$ cat config.mk
export PLATFORM = sky130hd
export DESIGN_NAME = fpnew_pipe_out_lanes
export DESIGN_NICKNAME = d
export VERILOG_FILES = /design/src/rtl/fpnew_pipe_out_lanes.sv
export SDC_FILE = /design/constraint.sdc
export NUM_CORES = 1
export LEC_CHECK = 0
export BUFFER_PORTS_ARGS = -buffer_cell sky130_fd_sc_hd__buf_2
export CORE_MARGIN = 4
export CORE_UTILIZATION = 45
export CTS_CLUSTER_SIZE = 30
export DETAILED_ROUTE_END_ITERATION = 16
export PLACE_DENSITY = 0.68
export SLEW_MARGIN = 20
export SYNTH_ARGS = -nofsm -noshare
export SYNTH_HDL_FRONTEND = slang
export SYNTH_SLANG_ARGS = --single-unit
$ cat constraint.sdc
create_clock -name clk_i -period 3.2 [get_ports clk_i]
set_input_delay 0.16 -clock clk_i [delete_from_list [all_inputs] [get_ports clk_i]]
set_output_delay 0.16 -clock clk_i [all_outputs]
set_load 0.05 [all_outputs]
$ cat src/rtl/fpnew_pipe_out_lanes.sv
`default_nettype none
// ============================================================================
// Module   : fpnew_pipe_out_lanes
// Brief    : Multi-lane output pipeline with one shared valid/ready handshake,
//            per-item tag kill, flush, and per-lane enables for data registers.
// Revision : 1.0 - initial release
// ============================================================================
module fpnew_pipe_out_lanes #(
    parameter int Width       = 32,
    parameter int NumLanes    = 2,
    parameter int NumPipeRegs = 2,
    parameter int TagWidth    = 4
) (
    input  logic                          clk_i,
    input  logic                          rst_i,
    input  logic [NumLanes*Width-1:0]     result_i,
    input  logic [NumLanes*5-1:0]         status_i,
    input  logic [NumLanes-1:0]           lane_mask_i,
    input  logic [TagWidth-1:0]           tag_i,
    input  logic                          in_valid_i,
    output logic                          in_ready_o,
    input  logic                          flush_i,
    input  logic                          kill_i,
    input  logic [TagWidth-1:0]           kill_tag_i,
    input  logic [TagWidth-1:0]           kill_tag_mask_i,
    output logic [NumLanes*Width-1:0]     result_o,
    output logic [NumLanes*5-1:0]         status_o,
    output logic [NumLanes-1:0]           lane_mask_o,
    output logic [TagWidth-1:0]           tag_o,
    output logic                          out_valid_o,
    input  logic                          out_ready_i,
    output logic [((NumPipeRegs > 0) ? $clog2(NumPipeRegs+1) : 1)-1:0] occupancy_o,
    output logic                          busy_o
);

    localparam int c_n     = NumPipeRegs;
    localparam int c_occ_w = (NumPipeRegs > 0) ? $clog2(NumPipeRegs+1) : 1;

    // Stage-indexed views; stage 0 is the raw input, stage c_n feeds the outputs.
    logic [c_n:0]                        w_valid;
    logic [c_n:0]                        w_ready;
    logic [c_n:0]                        w_kill;
    logic [(c_n+1)*TagWidth-1:0]         w_tag_all;
    logic [(c_n+1)*NumLanes-1:0]         w_mask_all;
    logic [(c_n+1)*NumLanes*Width-1:0]   w_res_all;
    logic [(c_n+1)*NumLanes*5-1:0]       w_stat_all;
    logic [c_occ_w-1:0]                  w_occ;

    assign w_valid[0]                         = in_valid_i;
    assign w_kill[0]                          = 1'b0;
    assign w_tag_all[0 +: TagWidth]           = tag_i;
    assign w_mask_all[0 +: NumLanes]          = lane_mask_i;
    assign w_res_all[0 +: NumLanes*Width]     = result_i;
    assign w_stat_all[0 +: NumLanes*5]        = status_i;
    assign w_ready[c_n]                       = out_ready_i;

    // Closed form of ready[i] = ready[i+1] | ~valid[i+1], avoiding a bit-level loop.
    for (genvar i = 0; i < c_n; i++) begin : g_ready
        assign w_ready[i] = out_ready_i | ~(&w_valid[c_n:i+1]);
    end

    for (genvar j = 1; j <= c_n; j++) begin : g_kill
        assign w_kill[j] = kill_i & w_valid[j] &
            (((w_tag_all[j*TagWidth +: TagWidth] ^ kill_tag_i) & kill_tag_mask_i) == '0);
    end

    for (genvar i = 0; i < c_n; i++) begin : g_stage
        logic                r_valid;
        logic [TagWidth-1:0] r_tag;
        logic [NumLanes-1:0] r_mask;
        logic                w_load;

        assign w_load = w_ready[i] & w_valid[i];

        always_ff @(posedge clk_i or posedge rst_i) begin
            if (rst_i) begin
                r_valid <= 1'b0;
                r_tag   <= '0;
                r_mask  <= '0;
            end else begin
                if (flush_i)
                    r_valid <= 1'b0;
                else if (w_ready[i])
                    r_valid <= w_valid[i] & ~w_kill[i];
                else
                    r_valid <= r_valid & ~w_kill[i+1];
                if (w_load) begin
                    r_tag  <= w_tag_all[i*TagWidth +: TagWidth];
                    r_mask <= w_mask_all[i*NumLanes +: NumLanes];
                end
            end
        end

        assign w_valid[i+1]                           = r_valid;
        assign w_tag_all[(i+1)*TagWidth +: TagWidth]  = r_tag;
        assign w_mask_all[(i+1)*NumLanes +: NumLanes] = r_mask;

        // Inactive lanes keep their old contents so their registers stay gated.
        for (genvar l = 0; l < NumLanes; l++) begin : g_lane
            logic [Width-1:0] r_res;
            logic [4:0]       r_stat;

            always_ff @(posedge clk_i) begin
                if (w_load && w_mask_all[i*NumLanes+l]) begin
                    r_res  <= w_res_all[(i*NumLanes+l)*Width +: Width];
                    r_stat <= w_stat_all[(i*NumLanes+l)*5 +: 5];
                end
            end

            assign w_res_all[((i+1)*NumLanes+l)*Width +: Width] = r_res;
            assign w_stat_all[((i+1)*NumLanes+l)*5 +: 5]        = r_stat;
        end
    end

    for (genvar l = 0; l < NumLanes; l++) begin : g_out
        logic w_on;
        assign w_on = w_mask_all[c_n*NumLanes+l];
        assign result_o[l*Width +: Width] =
            w_on ? w_res_all[(c_n*NumLanes+l)*Width +: Width] : '0;
        assign status_o[l*5 +: 5] =
            w_on ? w_stat_all[(c_n*NumLanes+l)*5 +: 5] : '0;
    end

    always_comb begin
        w_occ = '0;
        for (int j = 1; j <= c_n; j++)
            w_occ = w_occ + c_occ_w'(w_valid[j]);
    end

    assign in_ready_o  = w_ready[0];
    assign out_valid_o = w_valid[c_n] & ~w_kill[c_n];
    assign tag_o       = w_tag_all[c_n*TagWidth +: TagWidth];
    assign lane_mask_o = w_mask_all[c_n*NumLanes +: NumLanes];
    assign occupancy_o = w_occ;
    assign busy_o      = |w_valid;

endmodule
`default_nettype wire
==> results of run 1 <==
-- state kept, by name, indices dropped and copies added (netlist names) --
name / cells
g_stage.r_mask: 2
g_stage.r_tag: 4
g_stage.g_lane.r_stat: 20
lane_mask_o: 2
tag_o: 4
g_stage.g_lane.r_res: 128
g_stage.r_valid: 2
-- cell usage in the layout, fill, tap and decap left out, drive strengths merged, types with 5 or more instances in the layout --
cell type / count
edfxtp: 148
nand2: 6
and3: 5
dfrtp: 14
buf: 178
xor2: 8
clkbuf: 20
mux2: 8
dlygate4sd3: 80
clkinv: 6
and2: 74
-- metrics by stage --
step                hold WS (ns)  worst slack [ns]  cell area [µm²]  total power [µW]    util
floorplan                0.04922            0.3797             5644              3047       -
global placement          0.2244             1.239             6720              3250  0.5526
detailed placement        0.2328             1.147             6720              3263  0.5526
CTS                       0.1303             1.129             8049              5133  0.6618
global route              0.1661            0.9774             8054              5274  0.6622
finish                    0.1506             1.122             8056              5089  0.6624
-- cell families (layout without fill, tap and decap cells) --
group / Yosys count / after routing / synth area share
xor gates and xnor gates: 8 / 8 / 0.01241
and+or+nand+nor: 90 / 90 / 0.09754
muxes: 8 / 8 / 0.01596
adders and majority gates: 1 / 1 / 0.002216
AOI/OAI and AO/OA: 10 / 10 / 0.01574
buffers and inverters: 10 / 291 / 0.006651
DFF: 162 / 162 / 0.8495
other: 0 / 3 / 0
-- what timing repair did --
item,4_1_cts,5_1_grt
hold buffers,80,0
gates resized for setup,0,0
hold endpoints to repair,93,0
-- report_power, final --
part / switching, µW / internal, µW
Combinational: 550 / 253
Clock: 744 / 1050
Sequential: 68.3 / 2420
-- synthesized netlist by cell type --
| master | number |
|---|---|
| and2_1 | 74 |
| a41oi_1 | 1 |
| inv_1 | 2 |
| dfrtp_1 | 14 |
| nand2_1 | 5 |
| o32ai_2 | 1 |
| a21o_1 | 4 |
| ha_1 | 1 |
| a21boi_0 | 1 |
| mux2_2 | 8 |
| nand2b_1 | 4 |
| clkbuf_1 | 8 |
| and3_1 | 5 |
| xor2_1 | 8 |
| nand2_2 | 1 |
| o22ai_1 | 1 |
| edfxtp_1 | 148 |
| or3_1 | 1 |
| a41o_1 | 1 |
| a222oi_1 | 1 |
-- worst paths after layout --
check | slack [ns] | start | depth (start not counted) | end
max | 1.12 | g_stage[0].r_valid | 3 | g_stage[0].g_lane[1].r_res[4]
min | 0.15 | out_ready_i | 3 | g_stage[1].r_valid
max reg2reg | 1.12 | g_stage[0].r_valid | 3 | g_stage[0].g_lane[1].r_res[4]
min reg2reg | 0.41 | g_stage[0].g_lane[1].r_res[12] | 0 | g_stage[1].g_lane[1].r_res[12]
max in group asynchronous | 2.48 | rst_i | 3 | lane_mask_o[1]
min in group asynchronous | 0.35 | rst_i | 3 | g_stage[0].r_tag[0]
-- worst max-delay path, stage by stage, from the launching register on --
cell and delay, ns:
dfrtp_1 0.43, ha_1 0.25, nand2b_1 0.18, and3_2 0.80
-- cell type report --
cell class | count | area share
diodes | 3 | 0.0009318
clock buffers | 20 | 0.05420
clock inverters | 11 | 0.01134
inverters | 2 | 0.0009318
multi-input cells | 117 | 0.1014
flip-flops and latches | 162 | 0.5951
well taps | 168 | 0.02609
repair buffers | 258 | 0.2100
-- per-layer routing --
metal  up-vias  share of wire  global-route usage
li1       1601              -                   -
met1      1638           0.38              0.1792
met2       125           0.54              0.2803
met3        21          0.058             0.04948
met4         0          0.024             0.08160
met5         -              0                   0
==> flow_summary_export.csv, run 1 <==
group,metric,value,unit
cells_and_area,final_cells,741,
cts,cts_tree,"yes",
route,drt_iter0_markers,121,
critical_path,cp_data_required_time,3.23,ns
route,num_vias,3385,
timing,finalMaxSlewViolations,0,
critical_path,endpoint_kind,"flop",
cells_and_area,fin_nets,653,
job,drv_cap,0,
cells_and_area,multi_input_area,817.0,µm²
timing,finClkSkew,0.008825,ns
timing,worst_pin_slew,0.8752,ns
route,routedWlPerCell,15.51,µm
cts,path_clk_slew,0.06,ns
cells_and_area,area_growth,42.74,%
logic_synthesis,synth_nets,384,
route,wirelength,11490,µm
cts,cts_made_buffers,17,
place,dp_cells,627,
timing,final.setup.tns,0,ns
critical_path,path_class,"reg2reg",
timing,finalCritPeriodShare,0.6493,
logic_synthesis,ys_ff_latch,162,
logic_synthesis,yosysWarnings,0,
route,avgViaCountPerCell,4.568,
place,dp_hpwl,7381,µm
floorplanning,die_area,14400,µm²
cts,cts_root_buffer,"clkbuf_16",
cells_and_area,fillers,840,
pwr,worst_ir_drop_vdd,0.0002864,V
floorplanning,io_pins,179,
critical_path,critical_path_arrival,2.11,ns
cts,cts_sinks,162,
logic_synthesis,ys_types,20,
logic_synthesis,yosys-top-cells-area,"edfxtp_1 79%, and2_1 8.2%, dfrtp_1 6.2%",
pwr,p_leak,0.003300,µW
global_route,grt_max_degree,40,
floorplanning,die_h,120.0,µm
logic_synthesis,avgSynthCellArea,19.53,µm²
timing,final.min_clock_period,2.078,ns
timing,relSlewSlack,0.4165,
timing,max_freq,0.4813,GHz
timing,grt_setup_unrepaired,"no",
cells_and_area,regArea,4795,µm²
route,ant_nets,0,
route,first_pass_iters,4,
floorplanning,core,12160,µm²
global_route,antenna_found_initial,2,
hold_path,hold_path.class,"in2reg",
run_status,outcome,"finished clean",
place,io_buffers,178,
floorplanning,num_rows,40,
logic_synthesis,syn_area,5644,µm²
cells_and_area,drive_gt1_frac,0.3825,
critical_path,crit_fanout,38,
timing,setup_viol,0,
floorplanning,start_util,0.4641,
global_route,grt_usage,0.1615,
place,gp_congestion,0.7519,
logic_synthesis,synth_seq_area_share,0.8495,
timing,finalHoldViolCount,0,
pwr,power_density,631.6,nW/µm²
cts,h-tree-depth,4,
logic_synthesis,yosys.area.top_type_share,0.7874,
logic_synthesis,syn_inst,289,
logic_synthesis,yosysTopAreaCell,"edfxtp_1",
critical_path,startpoint_type,"flop",
floorplanning,die_x,120.0,µm
cts,clockBufferDepth,2,
global_route,grt_pass1_wl,17690,µm
cts,clock_latency,0.41,ns
route,drc,0,
global_route,grt_pass1_vias,3583,
global_route,grt_overflow,0,
cts,cts_setup_buffers,0,
Note: power is estimated with default switching activity, not from simulation.
==> run 2: changes to the inputs <==
- clock period: 3.2 -> 2.1 ns (I/O delays scaled with it)
==> run 2 against run 1 <==
Against the previous run:
- clock skew fell by 0.0028 ns
- die area unchanged
- wire length shrank 1.1%
- worst hold slack lost 0.064 ns
- sequential cell count unchanged
- sequential power increased by 50%
- non-clock buffer count is 4 higher
- clock-buffer cell count unchanged
- clock power rose by 58%
- critical endpoint is now g_stage[0].g_lane[1].r_res[6]
- largest power group unchanged
==> flow_summary_export.csv, run 2 (synthesis gave the netlist of run 1 again) <==
group,metric,value,unit
cells_and_area,largest_register,"g_stage.g_lane.r_res",
critical_path,regToRegStartpoint,"g_stage[0].r_valid",
floorplanning,core,12160,µm²
global_route,met1_usage,0.1770,
cells_and_area,layout_common_cells,"178 x buf_2, 148 x edfxtp_1, 80 x dlygate4sd3_1",
global_route,grt_max_degree,40,
route,first_pass_iters,4,
route,drt_iter0_markers,134,
place,io_buffers,178,
critical_path,path_class,"reg2reg",
cts,h-tree-depth,4,
cells_and_area,final_cells,744,
timing,final.setup.tns,0,ns
job,drv_cap,0,
route,drc,0,
cts,path_clk_slew,0.06,ns
cells_and_area,reg_top3,"g_stage.g_lane.r_res: 128 flops, g_stage.g_lane.r_stat: 20 flops",
critical_path,cp_data_required_time,2.15,ns
critical_path,cp-startpoint,"g_stage[0].r_valid",
global_route,use_met2,0.2957,
place,dp_hpwl,7485,µm
cts,post_cts_resize_count,0,
global_route,grt_usage,0.1641,
place,gp_congestion,0.8189,
floorplanning,die_area,14400,µm²
timing,max_freq,0.5779,GHz
pwr,worst_ir_drop_vdd,0.0003933,V
cts,cts_setup_buffers,0,
critical_path,endpoint_kind,"flop",
cts,cts_tree,"yes",
route,routedWlPerCell,15.28,µm
cts,clock_latency,0.41,ns
timing,relSlewSlack,0.6321,
route,ant_nets,0,
critical_path,startpoint_type,"flop",
timing,whs,0.08652,ns
timing,worst_pin_slew,0.5513,ns
global_route,grtUsageMet3,0.06598,
floorplanning,die_h,120.0,µm
cts,cts_sinks,162,
floorplanning,io_pins,179,
cts,cts_made_buffers,17,
global_route,antenna_found_initial,2,
cells_and_area,final_common_cell,"buf_2",
cells_and_area,fillers,845,
floorplanning,die_x,120.0,µm
cells_and_area,fin_area,8144,µm²
cts,cts_root_buffer,"clkbuf_16",
global_route,grt_overflow,0,
timing,final.min_clock_period,1.730,ns
place,dp_cells,631,
critical_path,critical_path_arrival,1.78,ns
critical_path,crit_fanout,38,
cells_and_area,largest_reg_flops,128,
place,placed_area,6785,µm²
floorplanning,num_rows,40,
hold_path,min_from,"out_ready_i",
hold_path,hold_path.class,"in2reg",
route,num_vias,3331,
global_route,busiest_layer,"met2",
cells_and_area,fin_nets,657,
pwr,p_leak,0.003340,µW
floorplanning,start_util,0.4641,
global_route,grt_pass1_vias,3582,
cells_and_area,area_growth,44.29,%
pwr,power_density,967.8,nW/µm²
global_route,grt_pass1_wl,18060,µm
timing,setup_viol,0,
timing,grt_setup_unrepaired,"no",
timing,finalCritPeriodShare,0.8240,
run_status,outcome,"finished clean",
route,wirelength,11370,µm
cts,clockBufferDepth,2,
route,avgViaCountPerCell,4.477,
cts,ctsHoldBuffers,80,
timing,finalHoldViolCount,0,
cells_and_area,drive_gt1_frac,0.3930,
timing,finalMaxSlewViolations,0,
timing,finClkSkew,0.005983,ns
## run 2: per-stage QoR
step                power [µW]  utilization  setup WS [ns]
floorplan                 4644            -        0.08752
global placement          4967       0.5579         0.4291
detailed placement        4989       0.5579         0.3636
CTS                       7943       0.6694         0.3427
global route              8182       0.6697         0.2597
finish                    7882       0.6697         0.3697
## run 2: path summary, 6_finish.rpt
check,to,slack (ns),cells past startpoint
hold reg to reg,g_stage[1].g_lane[1].r_stat[3],0.41,0
max in group asynchronous,lane_mask_o[1],1.43,3
setup / recovery,g_stage[0].g_lane[1].r_res[6],0.37,3
setup reg to reg,g_stage[0].g_lane[1].r_res[6],0.37,3
hold / removal,g_stage[1].r_valid,0.09,3
min in group asynchronous,tag_o[3],0.30,3
## run 2: critical path, stage by stage (launching register included)
cell      delay [ns]
dfrtp_1         0.42
ha_1            0.24
nand2b_2        0.14
and3_4          0.55
## run 2: power breakdown
| group | internal (µW) | switching (µW) |
|---|---|---|
| clock | 1660 | 1190 |
| sequential | 3680 | 58.8 |
| combinational | 400 | 886 |
| total | 5750 | 2130 |
## run 2: metal layers
metal / share of wire / wire (µm)
met5: 0.0011 / 13
met4: 0.0090 / 102
met3: 0.063 / 715
met2: 0.54 / 6189
met1: 0.38 / 4350
## run 2: final cells by class
| class | instances | area (µm²) | share of cell area |
|---|---|---|---|
| multi-input cells | 117 | 827.0 | 0.1016 |
| clock inverters | 12 | 108.9 | 0.01337 |
| well taps | 168 | 210.2 | 0.02581 |
| repair buffers | 262 | 1747 | 0.2145 |
| flip-flops and latches | 162 | 4795 | 0.5887 |
| diodes | 1 | 2.502 | 0.0003073 |
| inverters | 2 | 7.507 | 0.0009218 |
| clock buffers | 20 | 446.7 | 0.05485 |
==> run 3: changes to the inputs <==
- clock period: 2.1 -> 1.6 ns (I/O delays scaled with it)
==> run 3 against run 2 <==
Against the previous run:
- critical path depth grew 1
- final cell count up 0.94%
- sequential cell count unchanged
- sequential power grew 31%
- register-to-register slack lost 0.28 ns
- first-iteration DRC count grew 22%
- final area grew 3.1%
- combinational power grew 39%
- non-clock buffer count up 7
- worst hold slack lost 0.053 ns
- global-route usage is 0.57 points higher
- sequential share of layout area fell by 1.8 points
- largest power group unchanged
==> flow_summary_export.csv, run 3 (synthesis gave the netlist of run 1 again) <==
group,metric,value,unit
cells_and_area,drive_gt1_frac,0.4759,
cells_and_area,fin_nets,664,
cts,path_clk_slew,0.06,ns
critical_path,path_buf_inv,1,
cts,clockBufferDepth,2,
critical_path,critical_path_arrival,1.49,ns
global_route,grt_overflow,0,
route,num_vias,3388,
route,drt_iter0_markers,163,
cts,clock_latency,0.41,ns
cells_and_area,largest_reg_flops,128,
global_route,grt_usage,0.1698,
cells_and_area,largest_register,"g_stage.g_lane.r_res",
cells_and_area,fin_area,8396,µm²
route,ant_nets,0,
critical_path,r2r_slack,0.09,ns
pwr,internal-power,7900,µW
pwr,power_density,1282,nW/µm²
cells_and_area,reg_top3,"g_stage.g_lane.r_res: 128 flops, g_stage.g_lane.r_stat: 20 flops",
timing,max_freq,0.6352,GHz
cells_and_area,layout_common_cells,"169 x buf_2, 148 x edfxtp_1, 80 x dlygate4sd3_1",
critical_path,crit_fanout,3,
pwr,netSwitchingFraction,0.2661,
floorplanning,die_area,14400,µm²
hold_path,min_from,"out_ready_i",
global_route,grt_pass1_vias,3661,
pwr,seqPwrFrac,0.456,
global_route,grt_max_degree,40,
global_route,antenna_found_initial,1,
hold_path,hold_end,"g_stage[0].r_valid",
timing,final.setup.tns,0,ns
timing,relSlewSlack,0.6488,
timing,finalCritPeriodShare,0.9839,
timing,worst_pin_slew,0.5263,ns
cts,cts_setup_buffers,0,
floorplanning,core,12160,µm²
cells_and_area,fillers,806,
critical_path,r2r_cells,4,
floorplanning,die_h,120.0,µm
place,io_buffers,178,
route,avgViaCountPerCell,4.511,
pwr,p_leak,0.003450,µW
critical_path,cp_data_required_time,1.52,ns
critical_path,cp-startpoint,"tag_o[1]",
cells_and_area,final_common_cell,"buf_2",
timing,grt_setup_unrepaired,"yes",
timing,finClkSkew,0.006298,ns
run_status,outcome,"finished clean",
timing,setup_viol,0,
critical_path,endpoint_kind,"output pin",
place,dp_hpwl,7626,µm
timing,finalMaxSlewViolations,0,
cells_and_area,multi_input_area,895.9,µm²
global_route,grt_pass1_wl,18510,µm
timing,final.min_clock_period,1.574,ns
floorplanning,io_pins,179,
hold_path,hold_path.class,"in2reg",
pwr,worst_ir_drop_vdd,0.0006227,V
critical_path,r2r-end,"g_stage[0].g_lane[0].r_res[21]",
floorplanning,die_x,120.0,µm
floorplanning,start_util,0.4641,
cells_and_area,regArea,4795,µm²
critical_path,path_cells,"xor2_1, a21boi_2, a41oi_2, buf_6",
cts,cts_root_buffer,"clkbuf_16",
critical_path,critical-path-top-delay-family,"flip-flops",
route,drc,0,
pwr,p_sw,2865,µW
cells_and_area,final_cells,751,
place,gp_congestion,0.8274,
cts,cts_sinks,162,
cts,cts_made_buffers,17,
cts,cts_tree,"yes",
critical_path,crit_path_top_delay_cell,"dfrtp_1",
pwr,clkPwrFrac,0.378,
place,placed_area,6940,µm²
critical_path,path_class,"reg2out",
cts,h-tree-depth,4,
route,first_pass_iters,4,
timing,finalHoldViolCount,0,
route,routedWlPerCell,15.65,µm
critical_path,max_stage_delay,0.41,ns
route,wirelength,11750,µm
floorplanning,num_rows,40,
cells_and_area,area_growth,48.75,%
critical_path,startpoint_type,"flop",
critical_path,regToRegStartpoint,"g_stage[1].r_valid",
place,dp_cells,638,
pwr,pwr-share-comb,0.166,
hold_path,hold_depth,3,
job,drv_cap,0,
run 3: cell types whose count changed in the layout (fill, tap and decap cells not counted), moves of 2 or more:
cell	delta
bufinv_16	+2
clkinv_2	-2
and2_1	-40
buf_2	-9
clkbuf_4	+7
buf_4	+2
and2_2	+40
buf_12	+3
inv_6	+2
buf_6	+3
run 3: worst register-to-register path: cells and delay by family (launching register included):
| kind | cells | cell delay [ns] |
|---|---|---|
| adders and majority gates | 1 | 0.21 |
| buffers and inverters | 1 | 0.19 |
| DFF | 1 | 0.42 |
| and+or+nand+nor | 2 | 0.40 |
run 3: per-stage QoR:
stage / setup slack [ns] / hold slack [ns] / total power (µW) / utilization
6_report: 0.02574 / 0.03356 / 10770 / 0.6903
5_1_grt: -0.03258 / 0.03745 / 11170 / 0.6903
4_1_cts: 0.009539 / 0.008169 / 10830 / 0.6879
3_5_place_dp: 0.09468 / 0.1620 / 6605 / 0.5707
3_3_place_gp: 0.1460 / 0.1444 / 6577 / 0.5707
2_1_floorplan: -0.1504 / -0.03078 / 6124 / -
run 3: timing repair:
item                                    CTS  global route
gates cloned                              0             0
hold buffers                             80             0
hold endpoints to repair                 94             0
endpoints found under the setup margin   61            35
resized for setup                         6            11
pin swaps                                 2             4
run 3: worst max path at each step:
stage | end | slack, ns | cells after the start
final | out_valid_o | 0.03 | 4
after global routing | out_valid_o | -0.03 | 4
after CTS | busy_o | 0.01 | 3
after detailed placement | g_stage[0].g_lane[0].r_res[20] | 0.09 | 4
after global placement | g_stage[0].g_lane[0].r_res[24] | 0.15 | 4
after floorplan | g_stage[0].g_lane[0].r_res[0] | -0.15 | 3
run 3: area by class of cell:
cell class / count / share of cell area
Tap cell: 168 / 0.02504
Timing Repair Buffer: 269 / 0.2237
Antenna cell: 1 / 0.0002981
Multi-Input combinational cell: 117 / 0.1067
Clock inverter: 14 / 0.02116
Sequential cell: 162 / 0.5711
Inverter: 2 / 0.0008942
Clock buffer: 18 / 0.05112
run 3: power by group through the flow:
stage	clock network, µW	logic, µW	registers, µW
after floorplan	0	1040	5090
after global placement	0	1590	4980
after detailed placement	0	1610	4990
after CTS	4140	1780	4910
after global routing	4360	1890	4930
final	4070	1790	4910
run 3: metal layers:
layer	routed length [µm]	GRT usage	share of wire	vias to the layer above
met5	0	0	0	-
met4	332	0.08733	0.028	0
met3	529	0.04006	0.045	27
met2	6468	0.3007	0.55	108
met1	4422	0.1903	0.38	1629
li1	-	-	-	1624
